File: config.mk
export PLATFORM = sky130hd
export DESIGN_NAME = qracc_ctrl
export DESIGN_NICKNAME = d
export VERILOG_FILES = /design/src/rtl/qracc_pkg.sv /design/src/rtl/qracc_therm_dec.sv /design/src/rtl/qracc_ctrl.sv
export SDC_FILE = /design/constraint.sdc
export NUM_CORES = 1
export LEC_CHECK = 0
export BUFFER_PORTS_ARGS = -buffer_cell sky130_fd_sc_hd__clkbuf_2
export CAP_MARGIN = 20
export CORE_AREA = 2 2 527 529
export DETAILED_ROUTE_END_ITERATION = 8
export DIE_AREA = 0 0 529 531
export HOLD_SLACK_MARGIN = 0.05
export PLACE_DENSITY = 0.3
export REMOVE_ABC_BUFFERS = 1
export SLEW_MARGIN = 20
export SYNTH_ARGS = -nofsm -noshare
export SYNTH_HDL_FRONTEND = slang
export SYNTH_SLANG_ARGS = --single-unit
File: constraint.sdc
create_clock -name CLK -period 11.25 [get_ports CLK]
set_clock_uncertainty 0.1 [all_clocks]
set_input_delay 1.125 -clock CLK [delete_from_list [all_inputs] [get_ports CLK]]
set_output_delay 1.125 -clock CLK [all_outputs]
set_load 0.01 [all_outputs]
File: src/rtl/qracc_pkg.sv
// Shared definitions for the QR-ACC macro controller: FSM state encoding and ADC decode offset.
package qracc_pkg;

  typedef logic [2:0] state_t;

  localparam state_t ST_IDLE = 3'd0;
  localparam state_t ST_WR   = 3'd1;
  localparam state_t ST_MRST = 3'd2;
  localparam state_t ST_MDRV = 3'd3;
  localparam state_t ST_MSMP = 3'd4;
  localparam state_t ST_OUT  = 3'd5;

  // Thermometer popcount is re-centred around zero by this offset.
  function automatic int decode_offset(input int adc_bits);
    return 1 << (adc_bits - 1);
  endfunction

endpackage

File: src/rtl/qracc_therm_dec.sv
// Per-column ADC thermometer decoder: signed popcount value, plus a bubble flag
// when QRACC_BUBBLE_CHECK_EN is defined.
module qracc_therm_dec
  import qracc_pkg::*;
#(
  parameter int numAdcBits = 4
) (
  input  logic [2**numAdcBits-2:0] therm,
`ifdef QRACC_BUBBLE_CHECK_EN
  output logic                     bubble,
`endif
  output logic [numAdcBits-1:0]    value
);

  int ones;

  always_comb begin
    ones = 0;
    for (int i = 0; i < 2**numAdcBits-1; i++) begin
      ones = ones + int'(therm[i]);
    end
  end

  assign value = numAdcBits'(ones - decode_offset(numAdcBits));

`ifdef QRACC_BUBBLE_CHECK_EN
  // Any non-monotonic code has at least one adjacent 0-below-1 pair.
  always_comb begin
    bubble = 1'b0;
    for (int i = 0; i < 2**numAdcBits-2; i++) begin
      if (therm[i+1] && !therm[i]) bubble = 1'b1;
    end
  end
`endif

endmodule

File: src/rtl/qracc_ctrl.sv
// QR-ACC macro controller: weight writes and ternary MAC sequencing with ADC readout.
// Optional res_err bubble flags are enabled by defining QRACC_BUBBLE_CHECK_EN.
module qracc_ctrl
  import qracc_pkg::*;
#(
  parameter int numRows    = 128,
  parameter int numCols    = 8,
  parameter int numAdcBits = 4
) (
  input  logic                                    CLK,
  input  logic                                    RST,
  input  logic                                    wr_valid,
  output logic                                    wr_ready,
  input  logic [$clog2(numRows)-1:0]              wr_addr,
  input  logic [numCols-1:0]                      wr_data,
  input  logic                                    mac_valid,
  output logic                                    mac_ready,
  input  logic [numRows-1:0]                      mac_pos,
  input  logic [numRows-1:0]                      mac_neg,
  output logic                                    res_valid,
  input  logic                                    res_ready,
  output logic [numCols*numAdcBits-1:0]           res_data,
`ifdef QRACC_BUBBLE_CHECK_EN
  output logic [numCols-1:0]                      res_err,
`endif
  output logic [numRows-1:0]                      WL,
  output logic                                    PCH,
  output logic                                    WRITE,
  output logic [numCols-1:0]                      WR_DATA,
  output logic [numCols-1:0]                      CSEL,
  output logic                                    SAEN,
  output logic [numRows-1:0]                      VDR_SEL,
  output logic [numRows-1:0]                      VDR_SELB,
  output logic [numRows-1:0]                      VSS_SEL,
  output logic [numRows-1:0]                      VSS_SELB,
  output logic [numRows-1:0]                      VRST_SEL,
  output logic [numRows-1:0]                      VRST_SELB,
  output logic                                    NF,
  output logic                                    NFB,
  output logic                                    M2A,
  output logic                                    M2AB,
  output logic                                    R2A,
  output logic                                    R2AB,
  input  logic [(2**numAdcBits-1)*numCols-1:0]    ADC_OUT
);

  localparam int compCount = 2**numAdcBits - 1;

  state_t                          state_reg, state_next;
  logic [$clog2(numRows)-1:0]      wr_addr_reg;
  logic [numCols-1:0]              wr_data_reg;
  logic [numRows-1:0]              pos_reg, neg_reg;
  logic [numCols*numAdcBits-1:0]   res_data_reg, dec_data;
  logic                            in_idle, in_wr, in_drive, wr_fire, mac_fire;

  assign in_idle  = (state_reg == ST_IDLE);
  assign in_wr    = (state_reg == ST_WR);
  assign in_drive = (state_reg == ST_MDRV) || (state_reg == ST_MSMP);
  assign wr_fire  = in_idle && wr_valid;
  assign mac_fire = in_idle && !wr_valid && mac_valid;

  always_comb begin
    state_next = state_reg;
    case (state_reg)
      ST_IDLE: begin
        if (wr_fire)       state_next = ST_WR;
        else if (mac_fire) state_next = ST_MRST;
      end
      ST_WR:   state_next = ST_IDLE;
      ST_MRST: state_next = ST_MDRV;
      ST_MDRV: state_next = ST_MSMP;
      ST_MSMP: state_next = ST_OUT;
      ST_OUT:  if (res_ready) state_next = ST_IDLE;
      default: state_next = ST_IDLE;
    endcase
  end

  always_ff @(posedge CLK or posedge RST) begin
    if (RST) begin
      state_reg    <= ST_IDLE;
      wr_addr_reg  <= '0;
      wr_data_reg  <= '0;
      pos_reg      <= '0;
      neg_reg      <= '0;
      res_data_reg <= '0;
    end else begin
      state_reg <= state_next;
      if (wr_fire) begin
        wr_addr_reg <= wr_addr;
        wr_data_reg <= wr_data;
      end
      if (mac_fire) begin
        pos_reg <= mac_pos;
        neg_reg <= mac_neg;
      end
      if (state_reg == ST_MSMP) res_data_reg <= dec_data;
    end
  end

`ifdef QRACC_BUBBLE_CHECK_EN
  logic [numCols-1:0] dec_err, res_err_reg;

  always_ff @(posedge CLK or posedge RST) begin
    if (RST)                       res_err_reg <= '0;
    else if (state_reg == ST_MSMP) res_err_reg <= dec_err;
  end

  assign res_err = res_err_reg;
`endif

  for (genvar gi = 0; gi < numCols; gi++) begin : g_col
    qracc_therm_dec #(.numAdcBits(numAdcBits)) u_dec (
      .therm (ADC_OUT[gi*compCount +: compCount]),
`ifdef QRACC_BUBBLE_CHECK_EN
      .bubble(dec_err[gi]),
`endif
      .value (dec_data[gi*numAdcBits +: numAdcBits])
    );
  end

  // Ready is gated by RST so nothing looks acceptable while reset is held.
  assign wr_ready  = in_idle && !RST;
  assign mac_ready = in_idle && !wr_valid && !RST;
  assign res_valid = (state_reg == ST_OUT);
  assign res_data  = res_data_reg;

  assign PCH      = in_wr;
  assign WRITE    = in_wr;
  assign WL       = in_wr ? (numRows'(1) << wr_addr_reg) : '0;
  assign WR_DATA  = in_wr ? wr_data_reg : '0;
  assign CSEL     = '0;
  assign SAEN     = 1'b0;

  // Conflicting rows (both +1 and -1 requested) are left undriven.
  assign VDR_SEL  = in_drive ? (pos_reg & ~neg_reg) : '0;
  assign VSS_SEL  = in_drive ? (neg_reg & ~pos_reg) : '0;
  assign VRST_SEL = {numRows{state_reg == ST_MRST}};
  assign R2A      = (state_reg == ST_MRST);
  assign M2A      = (state_reg == ST_MDRV);
  assign NF       = (state_reg == ST_MSMP);

  assign VDR_SELB  = ~VDR_SEL;
  assign VSS_SELB  = ~VSS_SEL;
  assign VRST_SELB = ~VRST_SEL;
  assign NFB       = ~NF;
  assign M2AB      = ~M2A;
  assign R2AB      = ~R2A;

endmodule
**Word-level counts from Yosys, hierarchy flattened**

Cells that the tools add are included.

- Bitwise gates (word level): 10
- Equal/unequal tests: 7
- Muxes and demuxes: 8
- Reductions and logical operators: 10
- Shifts and indexed selects: 1
- $add $sub $neg: 120

Operators with widths:

| kind | count |
|---|---|
| NOT 128 bit | 5 |
| adder 4 x 2 -> 4 bit | 104 |
| two-way mux 128 bit | 3 |
| bitwise AND 128 bit | 2 |
| << shifter 1 x 7 -> 128 bit (first input constant) | 1 |
| subtractor 4 bit (second input constant) | 8 |
| adder 1 x 1 -> 2 bit | 8 |
| case mux 3 bit (5 select lines) | 1 |
| two-way mux 3 bit | 3 |
| two-way mux 8 bit | 1 |
| equality test 3 x 2 -> 1 bit (second input constant) | 2 |
| equality test 3 bit (second input constant) | 2 |
| logical AND 1 bit | 5 |
| equality test 3 x 1 -> 1 bit (second input constant) | 1 |
| zero test 3 bit | 1 |
| inequality test 3 x 1 -> 1 bit (second input constant) | 1 |
| NOT 1 bit | 3 |
| zero test 1 bit | 2 |
| inequality test 2 x 1 -> 1 bit (second input constant) | 1 |
| AND reduction 2 bit | 1 |
| logical OR 1 bit | 1 |

- Bits of input ports: 396
- Word-level logic and storage cells: 162
- Register bits after elaboration: 306

**Depth between registers and ports, before layout**

- Depth in word-level cells: 15
- Depth in mapped cells: 14
- Depth with buffers taken out: 14

**Modules after synthesis**

Synthesis repeated with hierarchy kept, for this count alone.

- Cells, all modules: 1959
- Area total of the unflattened synthesis: 23369.9 um2

By module, submodules not included:

| module | times used | cells each | area each (um2) |
|---|---|---|---|
| qracc_ctrl | 1 | 1703 | 20857.5 |
| qracc_therm_dec | 8 | 32 | 314.1 |

**Worst setup path before layout**

Ideal clock, no wire load.

- Kind: register to output
- From: reg state_reg[1]
- To: out VRST_SEL[0]
- Cell stages (with the launch flop): 5
- Path buffers: 2
- Path slack: 5.590 ns
- Arrival time: 4.435 ns
- Required time: 10.025 ns
- Cell sequence: dfrtp_1 -> buf_2 -> or3b_2 -> inv_1 -> buf_4

- Longest elaborated chain between the ends: 1

RTL lines:

| what | line | source |
|---|---|---|
| from (decl) | qracc_ctrl.sv:49 | `state_t state_reg, state_next;` |
| from (signal assigned) | qracc_ctrl.sv:87 | `state_reg <= state_next;` |
| equality test 3 x 2 -> 1 bit | - |  |
| to (decl) | qracc_ctrl.sv:36 | `output logic [numRows-1:0] VRST_SEL,` |

Every way passes these cells.

**Worst setup path after layout**

- From: reg state_reg[2]
- To: out VSS_SELB[18]

- Longest elaborated chain between the ends: 4
- Elaborated cells on any way between the ends: 5
- Those cells by class: eq/ne: 2; mux: 1; bitwise: 1; reduce/logical: 1

RTL lines:

| what | line | source |
|---|---|---|
| equality test 3 x 2 -> 1 bit or equality test 3 bit (tied branches) | qracc_ctrl.sv:58 | `assign in_drive = (state_reg == ST_MDRV) \|\| (state_reg == ST_MSMP);` |
| logical OR 1 bit (*) | qracc_ctrl.sv:58 |  |
| two-way mux 128 bit (*) | qracc_ctrl.sv:136 | `assign VSS_SEL = in_drive ? (neg_reg & ~pos_reg) : '0;` |
| NOT 128 bit (*) | qracc_ctrl.sv:143 | `assign VSS_SELB = ~VSS_SEL;` |
| to (decl) | qracc_ctrl.sv:35 | `output logic [numRows-1:0] VSS_SELB,` |

Mark *: on every way between the ends. The rest lies on a longest branch, timed or not.

==> run_summary.xml <==
<?xml version="1.0" encoding="UTF-8"?>
<metrics>
  <group name="worst_setup_path">
    <metric name="cpMostUsedCell" unit="">buf_4</metric>
    <metric name="critPathSlowestCell" unit="">buf_4</metric>
    <metric name="worst-setup-path-type" unit="">reg -&gt; out</metric>
    <metric name="slowest_delay" unit="ps">710</metric>
    <metric name="critical_path.cell_chain" unit="">or3b_2 &gt; buf_4 &gt; nand2_4 &gt; buf_4 &gt; buf_4 &gt; nand3b_1 &gt; clkbuf_2</metric>
    <metric name="critical_path_peak_fanout" unit="">76</metric>
    <metric name="timing.critical_path.arrival" unit="ps">4380</metric>
    <metric name="critical_path.startpoint_type" unit="">register</metric>
    <metric name="crit_family" unit="">buffers and inverters</metric>
    <metric name="critPathCaptureType" unit="">primary output</metric>
    <metric name="data_required_time_of_the_worst_path" unit="ps">10030</metric>
    <metric name="worstPathBufferInverterCount" unit="">4</metric>
  </group>
  <group name="cells_and_area">
    <metric name="relative_area_change_from_synthesis_to_final_layout" unit="%">46.4</metric>
    <metric name="utilization" unit="%">12.1</metric>
    <metric name="layout_cells_sized_above_1" unit="%">62.0</metric>
    <metric name="final-instance-count-excl-fill" unit="">6805</metric>
    <metric name="finalNetCount" unit="">3654</metric>
  </group>
  <group name="sta">
    <metric name="timing.final.crit_period" unit="ps">5610</metric>
    <metric name="min_period_over_period" unit="%">49.8</metric>
    <metric name="worst_slew_margin_rel" unit="%">28.8</metric>
    <metric name="max_freq" unit="MHz">178</metric>
    <metric name="timing_worst_slew_pin_value" unit="ps">1060</metric>
    <metric name="grt_setup_unrepaired" unit="">false</metric>
    <metric name="minimum_setup_slack_in_the_final_design" unit="ps">5640</metric>
    <metric name="final.setup.tns" unit="ps">0</metric>
    <metric name="hold_viol_final" unit="">0</metric>
    <metric name="final-max-slew-violation-count" unit="">0</metric>
    <metric name="final-setup-viol-count" unit="">0</metric>
  </group>
  <group name="global_routing">
    <metric name="via_count_of_the_first_global_routing_pass" unit="">19500</metric>
    <metric name="track_usage" unit="%">10.7</metric>
    <metric name="global_route_wire_length_before_repair" unit="mm">200</metric>
    <metric name="antenna_violations_before_repair" unit="">118</metric>
    <metric name="largest_net_degree_at_the_start_of_global_routing" unit="">130</metric>
    <metric name="gr-total-overflow" unit="">0</metric>
  </group>
  <group name="synthesis">
    <metric name="synthesis.yosys.warnings" unit="">0</metric>
    <metric name="synth_cell_type_count" unit="">40</metric>
    <metric name="synth_seq_cells" unit="">306</metric>
    <metric name="mappedNetlistArea" unit="um2">22800</metric>
    <metric name="syn_inst" unit="">2091</metric>
    <metric name="synth.avg_cell_area" unit="um2">10.9</metric>
    <metric name="ys_seq_area_share" unit="%">33.6</metric>
  </group>
  <group name="place">
    <metric name="detailedPlacementHpwl" unit="mm">137</metric>
    <metric name="routabilityCongestion" unit="">0.907</metric>
    <metric name="preCtsSetupSlack" unit="ps">6310</metric>
    <metric name="placed_cells_incl_taps" unit="">6692</metric>
    <metric name="port_buffers" unit="">1342</metric>
  </group>
  <group name="routing">
    <metric name="drt_via_density" unit="">2.98</metric>
    <metric name="route.met3.wl" unit="mm">20.2</metric>
    <metric name="detail_route.iter0.violations" unit="">1110</metric>
    <metric name="post-route-drc-count" unit="">0</metric>
    <metric name="met2WireLength" unit="mm">74.7</metric>
    <metric name="vias" unit="">20300</metric>
    <metric name="wl_per_cell" unit="um">23.4</metric>
    <metric name="detail_route.wirelength.met1" unit="mm">58.8</metric>
    <metric name="drt.antenna.violating_nets" unit="">0</metric>
    <metric name="highest_layer" unit="">met5</metric>
    <metric name="detail_route.wirelength" unit="mm">160</metric>
    <metric name="drt-pass1-iter-count" unit="">6</metric>
  </group>
  <group name="floorplan">
    <metric name="core-area" unit="um2">275000</metric>
    <metric name="chipHeight" unit="um">531</metric>
    <metric name="std_cell_rows" unit="">193</metric>
    <metric name="die_footprint" unit="um2">281000</metric>
    <metric name="initial_utilization" unit="%">8.27</metric>
    <metric name="die_width" unit="um">529</metric>
    <metric name="boundaryPins" unit="">1352</metric>
  </group>
  <group name="outcome">
    <metric name="outcome" unit="">complete, no violations</metric>
  </group>
  <group name="pwr">
    <metric name="max-vdd-ir-drop" unit="V">0.000183</metric>
    <metric name="cellPowerDensity" unit="nW/um2">267</metric>
    <metric name="p_leak" unit="nW">14.6</metric>
    <metric name="fin_total_pwr" unit="mW">8.91</metric>
  </group>
  <group name="clock_tree">
    <metric name="tritoncts.num_buffers" unit="">50</metric>
    <metric name="cts_setup_buffers" unit="">0</metric>
    <metric name="htree_num_levels" unit="">2</metric>
    <metric name="cts_root_buffer" unit="">clkbuf_16</metric>
    <metric name="deepest_clock_path_buffer_count" unit="">3</metric>
    <metric name="clock_insertion_delay_worst_skew" unit="ps">660</metric>
    <metric name="hold_buffers" unit="">0</metric>
    <metric name="register_clock_pin_slew_on_the_reported_worst_setup_and_hold_paths" unit="ps">60</metric>
    <metric name="tritoncts" unit="">done</metric>
    <metric name="cts.repair.resized" unit="">0</metric>
    <metric name="cts_sinks" unit="">306</metric>
  </group>
  <group name="flow_run">
    <metric name="max_cap_viol_count" unit="">0</metric>
  </group>
  <group name="min_path">
    <metric name="holdCritPathClass" unit="">reg -&gt; reg</metric>
  </group>
</metrics>
per-layer routing:
layer / up-vias / GRT usage, %
met1: 9835 / 11.9
met5: - / 0
met2: 1169 / 17.9
met3: 284 / 5.41
li1: 8877 / -
met4: 108 / 3.24
tightest hold or removal path: cells and delay by family, from the launching register on:
kind / cells / cell delay [ps]
DFF: 1 / 350
and+or+nand+nor: 2 / 100
logic make-up (layout without fill, tap and decap cells):
logic type               after synthesis  count (layout)  share of synthesized area [%]
flip-flops                           306             306                           33.6
multiplexers                         271             271                           13.4
adder cells (fa/ha/maj)              120             120                           8.97
AND/OR/NAND/NOR                      805             805                           28.0
other                                  1              30                         0.0165
AO/OA/AOI/OAI                         29              29                          0.736
buffers and inverters                551            1629                           15.0
XOR/XNOR                               8               8                          0.308
layout by cell type (no fill, tap or decap), types with 12 or more instances in the layout:
cell / netlist / routed
nor3b_2: 240 / 241
mux2_2: 271 / 271
inv_1: 172 / 170
clkbuf_2: 0 / 1342
nand3_1: 18 / 18
fa_1: 72 / 72
nor3b_1: 17 / 16
dfrtp_1: 306 / 306
diode_2: 0 / 21
nand4_1: 12 / 12
o21ai_0: 12 / 12
ha_1: 48 / 48
buf_4: 287 / 18
nand3b_1: 269 / 269
nand2_1: 82 / 80
nor2_1: 133 / 133
clkbuf_16: 0 / 52
Yosys cell counts:
cell type / instances / area share, %
nor4_1: 1 / 0.027
nand3b_1: 269 / 8.9
mux2_2: 271 / 13
nor3b_1: 17 / 0.56
buf_2: 50 / 1.1
nor2_2: 1 / 0.027
and2_0: 1 / 0.027
a211oi_1: 8 / 0.26
inv_2: 2 / 0.033
conb_1: 1 / 0.016
nand4_1: 12 / 0.33
ha_1: 48 / 2.6
or2_2: 1 / 0.027
or3b_1: 2 / 0.077
nor2_1: 133 / 2.2
inv_1: 172 / 2.8
dfrtp_1: 306 / 34
xnor2_1: 4 / 0.15
buf_1: 1 / 0.016
clkbuf_1: 12 / 0.20
xor2_1: 4 / 0.15
and4bb_2: 1 / 0.055
nand2b_1: 3 / 0.082
and2_1: 9 / 0.25
nor3_1: 2 / 0.044
and3_1: 1 / 0.027
o21bai_1: 1 / 0.033
buf_6: 27 / 1.3
buf_4: 287 / 9.5
nor3b_2: 240 / 13
nor2b_1: 8 / 0.22
a21oi_1: 8 / 0.18
nor4b_4: 1 / 0.10
and3b_1: 1 / 0.038
nand3_1: 18 / 0.40
or3b_2: 1 / 0.038
o21ai_0: 12 / 0.26
fa_1: 72 / 6.3
nand2_1: 82 / 1.4
or3_1: 1 / 0.027
final timing paths:
check	from	to	slack [ps]	depth (start not counted)
max	state_reg[2]	VSS_SELB[18]	5640	7
min	res_data[24]	res_data[24]	380	2
max reg2reg	state_reg[2]	pos_reg[118]	8000	5
min reg2reg	res_data[24]	res_data[24]	380	2
max in group asynchronous	RST	neg_reg[77]	8690	4
min in group asynchronous	RST	pos_reg[74]	460	2
where the power goes:
group	switching, mW	internal (mW)
Sequential	1.28	1.66
Combinational	2.40	1.84
Clock	0.700	1.03
Total	4.38	4.53
through the flow:
step	cell area (um2)	hold WS, ps
floorplan	20000	372
global placement	31500	364
detailed placement	31500	364
CTS	33300	384
global route	33300	396
finish	33300	383
cell type report:
| class | instances | area, um2 |
|---|---|---|
| Antenna cell | 21 | 52.6 |
| Clock buffer | 68 | 1440 |
| Clock inverter | 23 | 314 |
| Fill cell | 31700 | 242000 |
| Inverter | 174 | 662 |
| Multi-Input combinational cell | 1242 | 11800 |
| Sequential cell | 306 | 7660 |
| Tap cell | 3607 | 4510 |
| Timing Repair Buffer | 1364 | 6940 |
(Power assumes the default switching activity.)
